==> src/rtl/rtc_pkg.sv <==
// rtc_pkg: shared definitions for the RTC write scheduler.
//   - state_t: scheduler state encoding (IDLE/ISSUE/WAIT/DONE)
//   - DEF_TO_CYCLES: default per-byte timeout in clocks
//   - RTC register address constants shared with the write engine
package rtc_pkg;

  typedef enum logic [1:0] {
    IDLE  = 2'b00,
    ISSUE = 2'b01,
    WAIT  = 2'b10,
    DONE  = 2'b11
  } state_t;

  localparam int DEF_TO_CYCLES = 255;

  // Clock-transfer command and the base addresses of the time, date and
  // timer register groups inside the RTC.
  localparam logic [7:0] RTC_CMD_CLK_XFER   = 8'hF0;
  localparam logic [7:0] RTC_TIME_BASE      = 8'h21;
  localparam logic [7:0] RTC_DATE_BASE      = 8'h24;
  localparam logic [7:0] RTC_TIMER_BASE     = 8'h41;

endpackage

==> src/rtl/rtc_write_sched_rr_arbiter.sv <==
// rr_arbiter: combinational round-robin grant.
// Ports:
//   req   in  NREQ  request vector
//   ptr   in  PW    index with highest priority this round
//   grant out NREQ  one-hot grant (all zero when nothing requested)
//   valid out 1     at least one request present
module rr_arbiter #(
  parameter int NREQ = 3,
  parameter int PW   = $clog2(NREQ)
) (
  input  logic [NREQ-1:0] req,
  input  logic [PW-1:0]   ptr,
  output logic [NREQ-1:0] grant,
  output logic            valid
);

  // Pick the requester with the smallest circular distance from ptr.
  always_comb begin
    int best_d;
    int sel;
    int d;
    best_d = NREQ;
    sel    = 0;
    d      = 0;
    valid  = 1'b0;
    for (int i = 0; i < NREQ; i++) begin
      if (req[i]) begin
        d = (i >= int'(ptr)) ? (i - int'(ptr)) : (i + NREQ - int'(ptr));
        if (d < best_d) begin
          best_d = d;
          sel    = i;
        end
        valid = 1'b1;
      end
    end
    for (int i = 0; i < NREQ; i++) begin
      grant[i] = valid && (sel == i);
    end
  end

endmodule

==> src/rtl/rtc_write_sched.sv <==
// rtc_write_sched: shares one RTC register-write engine among NREQ
// requesters. Each granted requester gets a burst of NBYTES writes to
// consecutive addresses starting at its base address, then a one-cycle ack.
// Optional feature: define RTC_WR_TIMEOUT_EN to abort a burst when the
// engine does not answer within TO_CYCLES clocks; err then pulses with ack.
// Ports:
//   clk, reset  clock and synchronous active-high reset
//   req         per-requester level request, held until ack
//   base_dir    base address, requester i at [i*8 +: 8]
//   datos       payload, byte k of requester i at [(i*NBYTES+k)*8 +: 8]
//   wr_done     completion pulse from the write engine
//   iniciar     start pulse to the write engine
//   dir, dato   address and data to the write engine
//   ack         one-cycle pulse to the served requester
//   err         timeout flag, pulses with ack
//   busy        high from grant through the DONE cycle
module rtc_write_sched
  import rtc_pkg::*;
#(
  parameter int NREQ      = 3,
  parameter int NBYTES    = 3,
  parameter int TO_CYCLES = DEF_TO_CYCLES
) (
  input  logic                     clk,
  input  logic                     reset,
  input  logic [NREQ-1:0]          req,
  input  logic [NREQ*8-1:0]        base_dir,
  input  logic [NREQ*NBYTES*8-1:0] datos,
  input  logic                     wr_done,
  output logic                     iniciar,
  output logic [7:0]               dir,
  output logic [7:0]               dato,
  output logic [NREQ-1:0]          ack,
  output logic                     err,
  output logic                     busy
);

  localparam int PW = $clog2(NREQ);
  localparam int KW = (NBYTES > 1) ? $clog2(NBYTES) : 1;

  state_t                  state;
  logic [PW-1:0]           g;
  logic [PW-1:0]           ptr;
  logic [KW-1:0]           k;
  logic [7:0]              base_q;
  logic [NBYTES*8-1:0]     data_q;

  logic [NREQ-1:0]         grant;
  logic                    grant_valid;
  logic [PW-1:0]           grant_idx;

`ifdef RTC_WR_TIMEOUT_EN
  localparam int CW = ($clog2(TO_CYCLES + 1) > 8) ? $clog2(TO_CYCLES + 1) : 8;
  logic [CW-1:0]           to_cnt;
  logic                    to_hit;
`endif

  rr_arbiter #(.NREQ(NREQ), .PW(PW)) u_arb (
    .req   (req),
    .ptr   (ptr),
    .grant (grant),
    .valid (grant_valid)
  );

  always_comb begin
    grant_idx = '0;
    for (int i = 0; i < NREQ; i++) begin
      if (grant[i]) grant_idx = PW'(i);
    end
  end

  // Scheduler FSM. The granted requester's address and payload are copied
  // at grant time so the requester may change or drop its inputs mid-burst.
  always_ff @(posedge clk) begin
    if (reset) begin
      state   <= IDLE;
      g       <= '0;
      ptr     <= '0;
      k       <= '0;
      base_q  <= '0;
      data_q  <= '0;
      iniciar <= 1'b0;
      dir     <= '0;
      dato    <= '0;
      ack     <= '0;
      err     <= 1'b0;
      busy    <= 1'b0;
`ifdef RTC_WR_TIMEOUT_EN
      to_cnt  <= '0;
      to_hit  <= 1'b0;
`endif
    end else begin
      case (state)
        IDLE: begin
          ack <= '0;
          err <= 1'b0;
          if (grant_valid) begin
            g      <= grant_idx;
            base_q <= base_dir[int'(grant_idx)*8 +: 8];
            data_q <= datos[int'(grant_idx)*NBYTES*8 +: NBYTES*8];
            k      <= '0;
            busy   <= 1'b1;
            state  <= ISSUE;
`ifdef RTC_WR_TIMEOUT_EN
            to_hit <= 1'b0;
`endif
          end
        end

        ISSUE: begin
          iniciar <= 1'b1;
          dir     <= base_q + 8'(k);
          dato    <= data_q[int'(k)*8 +: 8];
          state   <= WAIT;
`ifdef RTC_WR_TIMEOUT_EN
          to_cnt  <= '0;
`endif
        end

        WAIT: begin
          iniciar <= 1'b0;
          if (wr_done) begin
            if (k == KW'(NBYTES - 1)) begin
              state <= DONE;
            end else begin
              k     <= k + 1'b1;
              state <= ISSUE;
            end
          end
`ifdef RTC_WR_TIMEOUT_EN
          // Engine silent too long: abandon the remaining bytes.
          else if (to_cnt == CW'(TO_CYCLES - 1)) begin
            to_hit <= 1'b1;
            state  <= DONE;
          end else begin
            to_cnt <= to_cnt + 1'b1;
          end
`endif
        end

        DONE: begin
          ack   <= {{(NREQ-1){1'b0}}, 1'b1} << g;
`ifdef RTC_WR_TIMEOUT_EN
          err   <= to_hit;
`else
          // Without the timeout there is no error source; TO_CYCLES is
          // always at least 1, so this is constant zero.
          err   <= (TO_CYCLES < 1);
`endif
          busy  <= 1'b0;
          ptr   <= (g == PW'(NREQ - 1)) ? '0 : g + 1'b1;
          dir   <= '0;
          dato  <= '0;
          state <= IDLE;
        end

        default: state <= IDLE;
      endcase
    end
  end

endmodule

==> config.mk <==
export PLATFORM = sky130hd
export DESIGN_NAME = rtc_write_sched
export DESIGN_NICKNAME = d
export VERILOG_FILES = /design/src/rtl/rtc_pkg.sv /design/src/rtl/rtc_write_sched_rr_arbiter.sv /design/src/rtl/rtc_write_sched.sv
export SDC_FILE = /design/constraint.sdc
export NUM_CORES = 1
export LEC_CHECK = 0
export BUFFER_PORTS_ARGS = -buffer_cell sky130_fd_sc_hd__buf_4
export CAP_MARGIN = 25
export CORE_ASPECT_RATIO = 1.2
export CORE_MARGIN = 4
export CORE_UTILIZATION = 55
export DETAILED_ROUTE_END_ITERATION = 7
export GPL_TIMING_DRIVEN = 0
export PLACE_DENSITY_LB_ADDON = 0.05
export SETUP_SLACK_MARGIN = 0.1
export SLEW_MARGIN = 10
export SYNTH_ARGS = -nofsm -noshare
export SYNTH_HDL_FRONTEND = slang
export SYNTH_SLANG_ARGS = --single-unit
==> constraint.sdc <==
create_clock -name clk -period 9.14 [get_ports clk]
set_clock_uncertainty 0.05 [all_clocks]
set_input_delay 0.457 -clock clk [delete_from_list [all_inputs] [get_ports clk]]
set_output_delay 0.457 -clock clk [all_outputs]
set_load 0.05 [all_outputs]
# Yosys cells after proc, flatten, opt, wreduce, memory -nomap -nowiden
# Cells that the tools add are included.
[word_totals]
regBits = 61
output_inout_bits = 22
elab_cells = 83
[op_classes]
n_addsub = 9
multipliers = 1
n_lt_le_gt_ge = 6
n_eq_ne = 10
shifts = 4
n_mux = 31
n_reduce_logical = 11
[ops]
columns = ["op", "count"]
rows = [
  ["$mux W32", 10],
  ["$shiftx A72 B8 Y24", 1],
  ["$lt A32 B32 Y1", 2],
  ["$shiftx A24 B6 Y8", 2],
  ["$eq A32 B2 Y1 const B", 1],
  ["$eq A32 B3 Y1 const B", 1],
  ["$lt A32 B3 Y1 const B", 1],
  ["$pmux W8 S2", 2],
  ["$mux W2", 8],
  ["$add A8 B2 Y8", 1],
  ["$eq A2 B2 Y1 const B", 4],
  ["$pmux W2 S4", 1],
  ["$reduce_bool A2 Y1", 4],
  ["$sub A3 B2 Y4 const A", 2],
  ["$mux W1", 6],
  ["$ne A2 B2 Y1 const B", 3],
  ["$pmux W3 S2", 1],
  ["$reduce_and A2 Y1", 3],
  ["$sub A1 B2 Y3 const A", 2],
  ["$sub A2 B2 Y3 const A", 2],
  ["$add A2 B1 Y2 const B", 2],
  ["$ge A1 B2 Y1 const A", 2],
  ["$mul A2 B2 Y4 const B", 1],
  ["$pmux W1 S2", 2],
  ["7 further kinds", 8],
]

# Logic depth before layout (Yosys ltp)
[depth]
word_depth = 17
depth_mapped = 18

# Cells and area by module
# From an unflattened synthesis, not the netlist that was laid out.
[unflattened]
cells_unflattened = 456
area_unflattened_um2 = 3523.4
[by_module_without_submodules]
columns = ["module", "n_inst", "cells_each", "area_per_inst_um2", "seq_area_each_um2"]
rows = [
  ["rtc_write_sched", 1, 416, 3211.8, 1221.2],
  ["rr_arbiter", 1, 40, 311.5, 0.0],
]

# Worst setup path after synthesis
# Ideal clock, no wire load.
[synth_path]
path_type = "register to register"
startpoint = "reg ptr[1]"
endpoint = "reg base_q[0]"
setup_time_ns = 0.126
arrival_ns = 2.905
t_required_ns = 8.964
setup_slack_ns = 6.059
stages_incl_launch_ff = 18
path_buffers = 3
synth_period_minus_slack_ns = 3.081
cell_sequence = "dfxtp_1 -> inv_1 -> ha_1 -> nor2b_1 -> ha_1 -> inv_1 -> a21oi_1 -> o21ai_1 -> buf_4 -> buf_4 -> a21oi_1 -> ha_1 -> a211o_1 -> o21ai_0 -> nand2_1 -> o21ai_4 -> buf_6 -> o221ai_2"
[synth_via]
elab_chain_len = 16
elab_cells_between_ends = 30
classes_between = "6 x add/sub; 6 x order compare; 2 x eq/ne; 1 x shift; 13 x mux; 2 x reduce/logical"
[synth_rtl]
columns = ["item", "line", "source"]
rows = [
  ["start, declared", "rtc_write_sched.sv:43", "logic [PW-1:0] ptr;"],
  ["start signal, assigned", "rtc_write_sched.sv:151", "ptr <= (g == PW'(NREQ - 1)) ? '0 : g + 1'b1;"],
  ["$sub A2 B2 Y3 (tied with other cells)", "rtc_write_sched_rr_arbiter.sv:28", "d = (i >= int'(ptr)) ? (i - int'(ptr)) : (i + NREQ - int'(ptr));"],
  ["$mux W32", "rtc_write_sched_rr_arbiter.sv:28", ""],
  ["$lt A32 B3 Y1", "rtc_write_sched_rr_arbiter.sv:29", "if (d < best_d) begin"],
  ["$mux W32", "rtc_write_sched_rr_arbiter.sv:29", ""],
  ["$mux W32", "rtc_write_sched_rr_arbiter.sv:27", "if (req[i]) begin"],
  ["$lt A32 B32 Y1", "rtc_write_sched_rr_arbiter.sv:29", ""],
  ["$mux W32", "rtc_write_sched_rr_arbiter.sv:29", ""],
  ["$mux W32", "rtc_write_sched_rr_arbiter.sv:27", ""],
  ["$lt A32 B32 Y1", "rtc_write_sched_rr_arbiter.sv:29", ""],
  ["$mux W32", "rtc_write_sched_rr_arbiter.sv:29", ""],
  ["$mux W32 (*)", "rtc_write_sched_rr_arbiter.sv:27", ""],
  ["$eq A32 B2 Y1", "rtc_write_sched_rr_arbiter.sv:37", "grant[i] = valid && (sel == i);"],
  ["$logic_and A1 B1 Y1", "rtc_write_sched_rr_arbiter.sv:37", ""],
  ["$mux W1", "rtc_write_sched.sv:68", "if (grant[i]) grant_idx = PW'(i);"],
  ["$mux W2 (*)", "rtc_write_sched.sv:68", ""],
  ["$shiftx A24 B6 Y8 (*)", "rtc_write_sched.sv:99", "base_q <= base_dir[int'(grant_idx)*8 +: 8];"],
  ["end signal, assigned", "rtc_write_sched.sv:99", ""],
  ["end, declared", "rtc_write_sched.sv:45", "logic [7:0] base_q;"],
]
# Every way passes the cells marked *; elsewhere a longest branch is shown, timed or not.
# A chain may end at the register's enable or synchronous reset.

# Worst setup path after layout
[layout_path]
startpoint = "reg ptr[1]"
endpoint = "reg base_q[1]"
# Same word-level chain as after synthesis.

==> impl_results.md <==
- Commonest cells in the synthesized netlist: dfxtp_1, mux2i_1, inv_1, nand2_1, nor2_1
- Pre-Repair DR Iteration Count: 4
- Relative slew slack: 0.587
- Post-synth top area cell: dfxtp_1
- Final instance area: 4920 sq um
- Average size of a mapped cell: 8.64 sq um
- Final GP Congestion: 0.857
- CTS buffer count: 9
- Routed WL per cell: 15.1 um
- ANT nets after route: 0
- Rows: 32
- Total GRT Usage: 0.239
- CP Class: reg -> reg
- Nets: 679
- Routed wire length: 9790 um
- Post-synth EDFFs: 0
- Placed Instance Area: 4690 sq um
- Cts repair resizes: 0
- Die area: 8050 sq um
- First-pass GRT wire length: 15,100 um
- Total power: 0.876 mW
- Gr ovfl total: 0
- Final setup TNS: 0 ns
- Die Ht: 97.5 um
- Max clock buf depth: 2
- Starting Density: 0.569
- Worst-path fanout max: 10
- DRT iter0 DRCs: 130
- Fmax: 286 MHz
- Period utilization: 0.382
- Yosys warnings: 0
- Number of global-route vias before repair: 3,368
- Clk sinks: 61
- Layout area overhead: 33.9%
- Routed vias: 3,502
- Met1 WL: 4170 um
- Clock transition at the registers of the reported paths: 0.07 ns
- Synth area leaders: dfxtp_1, mux2i_1, ha_1
- CP endpoint kind: flip-flop
- Synth Net Count: 546
- Flops & latches, synth: 61
- Yosys top cell area share: 0.333
- DRC: 0
- Max Cap Viol: 0
- Hold buffers post-CTS: 0
- RSZ-0062 raised after global routing: no
- Diodes inserted: 0
- Placed wire-length estimate: 7540 um
- Total power per unit cell area: 178 nW/um^2
- Share of cells above drive strength 1: 0.309
- Maximum VDD drop: 0.115 mV
- Outcome: finished, final reports clean
- Final setup viols: 0
- Sequential fraction of the synthesis area: 0.333
- Least-Margin Pin Slew: 0.617 ns
- Post-Syn Instances: 425
- Worst setup SP type: flip-flop
- Ys flop type: dfxtp_1
- Post-CTS Setup Bufs: 0
- Synth cell types: 47
- Hold WS: 0.298 ns
- Worst Path Required: 9.31 ns
- Root buf cell: clkbuf_8
- Max-slew violation count: 0
- Fin crit period: 3.49 ns
- Hold Fails Final Rpt: 0
- Clock latency on the worst-skew pair: 0.34 ns
- Met3 routed WL: 527 um
- Port bufs: 122
- Hold WC Path Type: in -> reg
- Via density per instance: 5.40
- Fin util: 0.763
- Initial antenna violation count: 0
- Max H-tree Level: 3
- Critical Path AT: 3.66 ns
- Lkg Pwr: 2.27 nW
- Largest net degree at the start of global routing: 12
- Die W: 82.6 um
- Io pins: 124
- Async set-reset flop share out of synthesis: 0
- Top sig layer: met4
- TritonCTS clock tree: built
- Most frequent cell after synthesis: dfxtp_1
- Synth Cell Area: 3670 sq um
- Metal2 WL: 4890 um
- Core area: 6450 sq um
==> path summary, 6_finish.rpt <==
path	start	end	slack, ns	cells past startpoint
max reg2reg	ptr[1]	base_q[1]	5.65	17
max	ptr[1]	base_q[1]	5.65	17
min reg2reg	data_q[16]	data_q[16]	0.42	2
min	reset	k[0]	0.30	2
==> kinds of logic (layout without fill, tap and decap cells) <==
logic type               after synthesis  count (layout)  synth area share
AND/OR/NAND/NOR                      141             141             0.188
other                                  1               1           0.00102
flip-flops                            61              61             0.333
multiplexers                          43              43             0.117
XOR/XNOR                               6               6            0.0143
AO/OA/AOI/OAI                         85              85             0.194
adder cells (fa/ha/maj)               19              19            0.0668
buffers and inverters                 69             207            0.0852
==> final cells by class <==
class                      count  area, sq um
multi-input combinational    295         2140
fill                         484         1530
sequential                    61         1220
timing repair buffer         122          916
inverter                      42          158
buffer                        27          155
clock buffer                  10          138
tap                           85          106
clock inverter                 6         86.3
==> per-stage QoR <==
step / cells / setup WS, ns
finish: 648 / 5.65
CTS: 648 / 5.61
detailed placement: 632 / 5.64
global route: 648 / 5.28
global placement: 632 / 5.69
floorplan: 425 / 6.06
==> flip-flops by register name, summed over array words and instances (netlist names), 3 cells and up <==
register	cells
dir	8
base_q	8
data_q	24
ack	3
dato	8
==> placed cells by master, fill, tap and decap left out, types with 2 or more instances in the layout <==
cell type    n
ha_1        18
buf_4      128
xnor2_1      3
buf_2        7
nor2b_1      5
nor3_1       3
clkinv_2     2
a211oi_1    15
xor2_1       3
bufinv_16    2
a21oi_1     21
dfxtp_1     61
nand2b_1    34
mux2i_1     43
and2_1       3
clkbuf_1    11
clkbuf_8    10
nand3_1      6
o221ai_1    20
o21bai_1     2
o221ai_2    12
inv_1       42
buf_6        3
nor2_1      37
o21ai_0      3
a21o_1       2
nand2_1     42
==> routing by layer <==
| layer | vias up | GRT usage |
|---|---|---|
| met5 | - | 0 |
| met4 | 0 | 0.0969 |
| met3 | 17 | 0.0371 |
| met2 | 95 | 0.408 |
| met1 | 1657 | 0.291 |
| li1 | 1733 | - |
==> report_power, final <==
group | switching, mW | internal, mW
registers | 0.0286 | 0.307
logic | 0.156 | 0.116
clock network | 0.108 | 0.160
==> critical path, cell delays in order, from the launching register on <==
cell and delay (ns):
dfxtp_1 0.45, inv_1 0.13, ha_1 0.19, nor2b_1 0.16, ha_1 0.26, inv_1 0.08
a21oi_1 0.05, o21ai_1 0.12, buf_4 0.20, buf_4 0.24, a21oi_1 0.10, ha_1 0.18
a211o_1 0.24, o21ai_0 0.18, nand2_1 0.14, o21ai_4 0.25, buf_6 0.22, o221ai_2 0.12
(Power assumes the default switching activity.)
